## config.mk

```make
export PLATFORM = sky130hd
export DESIGN_NAME = mem_port_arbiter
export DESIGN_NICKNAME = d
export VERILOG_FILES = /design/src/rtl/mem_port_arbiter.sv
export SDC_FILE = /design/constraint.sdc
export NUM_CORES = 1
export LEC_CHECK = 0
export CAP_MARGIN = 30
export CORE_ASPECT_RATIO = 0.7
export CORE_MARGIN = 5
export CORE_UTILIZATION = 40
export CTS_CLUSTER_DIAMETER = 150
export DETAILED_ROUTE_END_ITERATION = 8
export PLACE_DENSITY = 0.78
export SYNTH_ARGS = -nofsm -noshare
export SYNTH_HDL_FRONTEND = slang
export SYNTH_SLANG_ARGS = --single-unit
```

## constraint.sdc

```tcl
create_clock -name clk -period 2.6 [get_ports clk]
set_input_delay 0.52 -clock clk [delete_from_list [all_inputs] [get_ports clk]]
set_output_delay 0.52 -clock clk [all_outputs]
set_load 0.02 [all_outputs]
```

## src/rtl/mem_port_arbiter.sv

```systemverilog
// Arbitrates one single-ported memory between instruction fetch (IF) and load/store (D).
// Define MEM_ARB_TIMEOUT_EN to add a BUSY watchdog that aborts with err and 0xDEADBEEF data.
module mem_port_arbiter #(
    parameter int unsigned ADDR_W         = 32,
    parameter int unsigned DATA_W         = 32,
    parameter int unsigned STARVE_LIMIT   = 8,
    parameter int unsigned TIMEOUT_CYCLES = 64
) (
    input  logic              clk,
    input  logic              reset,
    input  logic              if_req,
    input  logic [ADDR_W-1:0] if_addr,
    output logic              if_ready,
    output logic [DATA_W-1:0] if_rdata,
    output logic              if_stall,
    input  logic              d_req,
    input  logic              d_we,
    input  logic [ADDR_W-1:0] d_addr,
    input  logic [DATA_W-1:0] d_wdata,
    output logic              d_ready,
    output logic [DATA_W-1:0] d_rdata,
    output logic              d_stall,
    output logic              mem_req,
    output logic              mem_we,
    output logic [ADDR_W-1:0] mem_addr,
    output logic [DATA_W-1:0] mem_wdata,
    input  logic [DATA_W-1:0] mem_rdata,
    input  logic              mem_ack,
    output logic              err
);
    localparam int unsigned StarveW = $clog2(STARVE_LIMIT + 1);

    typedef enum logic [1:0] {StIdle, StBusy, StResp} state_e;

    state_e              state_q, state_d;
    logic                owner_d_q;  // 1: data port owns the current access
    logic                mem_we_q;
    logic [ADDR_W-1:0]   mem_addr_q;
    logic [DATA_W-1:0]   mem_wdata_q;
    logic [DATA_W-1:0]   if_rdata_q, d_rdata_q;
    logic [StarveW-1:0]  starve_cnt_q;
    logic                any_req, starve_hit, grant_data, grant, abort;

    assign any_req    = if_req | d_req;
    assign starve_hit = (starve_cnt_q == StarveW'(STARVE_LIMIT));
    assign grant_data = d_req & ~(starve_hit & if_req);
    assign grant      = (state_q == StIdle) & any_req;

    always_ff @(posedge clk) begin
        if (!reset) begin
            state_q <= StIdle;
        end else begin
            state_q <= state_d;
        end
    end

    always_comb begin
        state_d = state_q;
        unique case (state_q)
            StIdle:  if (any_req) state_d = StBusy;
            StBusy:  if (mem_ack || abort) state_d = StResp;
            StResp:  state_d = StIdle;
            default: state_d = StIdle;
        endcase
    end

    always_comb begin
        mem_req  = (state_q == StBusy);
        if_ready = (state_q == StResp) & ~owner_d_q;
        d_ready  = (state_q == StResp) & owner_d_q;
    end

    always_ff @(posedge clk) begin
        if (!reset) begin
            owner_d_q    <= 1'b0;
            mem_we_q     <= 1'b0;
            mem_addr_q   <= '0;
            mem_wdata_q  <= '0;
            if_rdata_q   <= '0;
            d_rdata_q    <= '0;
            starve_cnt_q <= '0;
        end else begin
            if (grant) begin
                owner_d_q   <= grant_data;
                mem_we_q    <= grant_data & d_we;
                mem_addr_q  <= grant_data ? d_addr : if_addr;
                mem_wdata_q <= grant_data ? d_wdata : '0;
            end
            // Fetch starvation: count data wins only while fetch is actually waiting.
            if (state_q == StIdle) begin
                if (!if_req || !grant_data) begin
                    starve_cnt_q <= '0;
                end else if (!starve_hit) begin
                    starve_cnt_q <= starve_cnt_q + StarveW'(1);
                end
            end
            if (state_q == StBusy && mem_ack) begin
                if (owner_d_q) begin
                    d_rdata_q <= mem_we_q ? '0 : mem_rdata;
                end else begin
                    if_rdata_q <= mem_rdata;
                end
            end else if (abort) begin
                if (owner_d_q) begin
                    d_rdata_q <= DATA_W'(32'hDEAD_BEEF);
                end else begin
                    if_rdata_q <= DATA_W'(32'hDEAD_BEEF);
                end
            end
        end
    end

`ifdef MEM_ARB_TIMEOUT_EN
    localparam int unsigned TmoW = $clog2(TIMEOUT_CYCLES + 1);

    logic [TmoW-1:0] tmo_cnt_q;
    logic            err_q;

    assign abort = (state_q == StBusy) & ~mem_ack & (tmo_cnt_q == TmoW'(TIMEOUT_CYCLES - 1));

    always_ff @(posedge clk) begin
        if (!reset) begin
            tmo_cnt_q <= '0;
            err_q     <= 1'b0;
        end else begin
            err_q     <= abort;
            tmo_cnt_q <= (state_q == StBusy) ? tmo_cnt_q + TmoW'(1) : '0;
        end
    end

    assign err = err_q;
`else
    assign abort = 1'b0;
    assign err   = 1'b0;
`endif

    assign mem_we    = mem_we_q;
    assign mem_addr  = mem_addr_q;
    assign mem_wdata = mem_wdata_q;
    assign if_rdata  = if_rdata_q;
    assign d_rdata   = d_rdata_q;
    assign if_stall  = if_req & ~if_ready;
    assign d_stall   = d_req & ~d_ready;

endmodule

```

==> flow_summary.yaml <==
timing:
  min_period_over_period_pct: 93.57
  min_period_ns: 2.433
  rsz0062_at_grt: "no"
  worstMarginPinSlew_ns: 0.6973
  finalHoldViolCount: 0
  drv_slew: 0
  fin_skew_ns: 0.006942
  setup_tns_ns: 0
  report.final.setup_viol: 0
  relSlewSlack_pct: 53.51
  max_freq_ghz: 0.4111
pwr:
  total_leakage_power_uw: 0.003394
  powerDensity_nw_per_um2: 634.0
  ir_drop_uv: 413.9
floorplan:
  io_pins: 269
  start_util_pct: 41.15
  rows: 36
  coreArea_um2: 14050
  dieArea_um2: 17000
  die_h_um: 110.6
  die_w_um: 153.7
global_routing:
  grt_pass1_wl_mm: 32.46
  gr-total-overflow: 0
  grt_max_degree: 103
  antenna_found_initial: 0
  track_usage_pct: 23.24
  grt_pass1_vias: 6000
setup_path:
  worstPathRequired_ns: 2.08
  cp-end-kind: "output pin"
  crit_type: "flip-flop to output pin"
  critPathArrivalTime_ns: 1.91
  crit_fanout: 9
  ff2ff_setup_slack_ns: 0.72
  timing.rr.end: "mem_addr[7]$_SDFFE_PN0P_"
  r2r_cells: 4
  reg2reg_from: "state_q[0]$_SDFFE_PN0P_"
  cp-start-kind: "flip-flop"
placement:
  place_congestion: 0.7803
  post_dp_cell_area_um2: 8596
  dp.cells: 1074
  dp_hpwl_mm: 13.30
  io_buffers: 267
clock_tree:
  post_cts_resized: 0
  hold_buffers: 0
  numCtsBuffers: 17
  cts.sinks: 136
  insertion_delay_ns: 0.41
  cts_tree: "built"
  path_clk_slew_ns: 0.05
  cts_setup_buffers: 0
  htreeDepth: 4
  clk_path_buf_depth: 2
  cts-root-buf: "clkbuf_16"
logic_synthesis:
  yosysWarnings: 0
  ys_ff_latch: 136
  synth_top_area_cell: "dfxtp_1"
  seq_area_frac_synth_pct: 47.08
  synth_area_leaders: "dfxtp_1, a21oi_1, nand2_1"
  synth_top_cell_area_share_pct: 47.08
  netlist_instances: 676
  synth_edf_count: 0
  synth_nets: 812
  synthArstFlopShare_pct: 0
  syn_avg_cell_area_um2: 8.555
  syn-cell-area_um2: 5783
  ys_types: 37
  synth_flop_cell: "dfxtp_1"
layout:
  most-common-layout-cells: "clkdlybuf4s50_1, dfxtp_1, a21oi_1, nand2_1, nand4_1"
  syn_to_final_growth_pct: 59.02
  n_antenna_cell: 0
  layout_commonest_cell: "clkdlybuf4s50_1"
  drive_gt1_share_pct: 6.127
  stdcell_count: 1104
  layout.nets: 1039
  final_area_um2: 9196
drt:
  ant_nets: 0
  dr.pass1.iters: 5
  via_per_inst: 5.417
  via_count: 5980
  wl_per_cell_um: 18.02
  drc: 0
  drt-total-wl_mm: 19.90
  drtIter0Drc: 407
hold_path:
  hp-start: "d_rdata[0]$_SDFFE_PN0P_"
  min_path_type: "flip-flop to flip-flop"
  hold_depth: 2
  min_to: "d_rdata[0]$_SDFFE_PN0P_"
run_status:
  status: "finished clean"
flow_run:
  maxCapViolations: 0
-- routing by layer --
layer | vias up | part of all wire [%] | track usage [%]
li1 | 2897 | - | -
met3 | 23 | 9.1 | 8.522
met1 | 2829 | 44 | 30.46
met4 | 0 | 1.9 | 8.000
met5 | - | 0 | 0
met2 | 231 | 45 | 35.36
-- worst max path at each step --
| stage | from | endpoint | cells after the start |
|---|---|---|---|
| 3_5_place_dp | if_req | if_stall | 3 |
| 2_1_floorplan | d_req | d_stall | 4 |
| 3_3_place_gp | if_req | if_stall | 3 |
| 5_1_grt | state_q[1]$_SDFFE_PN0P_ | if_ready | 2 |
| 6_report | state_q[1]$_SDFFE_PN0P_ | if_ready | 2 |
| 4_1_cts | state_q[1]$_SDFFE_PN0P_ | if_ready | 2 |
-- cell type report --
class / count / area, um2
flip-flops and latches: 136 / 2723
inverters: 3 / 11.26
repair buffers: 285 / 2865
clock buffers: 19 / 452.9
well taps: 190 / 237.7
fillers: 1198 / 4857
clock inverters: 11 / 147.6
multi-input cells: 460 / 2759
-- registers in the layout, indices dropped and copies added (netlist names) --
name,cells
starve_cnt_q,4
state_q,2
mem_we,1
d_rdata,32
owner_d_q,1
if_rdata,32
mem_wdata,32
mem_addr,32
-- Yosys cell counts, types with 2 or more instances --
cell	number
a21boi_0	32
a21oi_1	100
and3_1	33
buf_1	6
buf_2	16
clkbuf_1	54
dfxtp_1	136
ha_1	2
inv_1	3
nand2_1	100
nand3_1	4
nand3b_1	34
nand4_1	35
nor2_1	2
nor2b_1	2
o21ai_0	34
o21bai_1	32
o311a_1	32
-- worst max-delay path, cell delays in order (launching register included) --
cell             delay [ns]
dfxtp_1                0.45
nor3b_1                0.37
clkdlybuf4s50_1        0.69
-- where the power goes --
group / internal (uW) / switching [uW] / total, uW
Clock: 1550 / 909 / 2460
Combinational: 564 / 536 / 1100
Sequential: 2210 / 62.9 / 2270
Total: 4320 / 1510 / 5830
-- per-stage QoR --
stage                     hold slack [ns]  worst slack, ns  power (uW)  utilization (%)
after floorplan                    0.4619           0.5944        2843                -
after global placement             0.4376           0.3626        3410            61.16
after detailed placement           0.4431           0.3534        3417            61.16
after CTS                          0.4511           0.1114        5891            65.44
after global routing               0.4707          0.07872        6086            65.44
final                              0.4502           0.1672        5831            65.44
-- logic make-up after synthesis --
family                     count (synthesis)  synth area share (%)
DFF                                      136                 47.08
adders and majority gates                  2                0.4326
AOI/OAI and AO/OA                        235                 26.01
and+or+nand+nor                          222                 20.81
buffers and inverters                     80                 5.604
other                                      1               0.06484
Note: power is estimated with default switching activity, not from simulation.
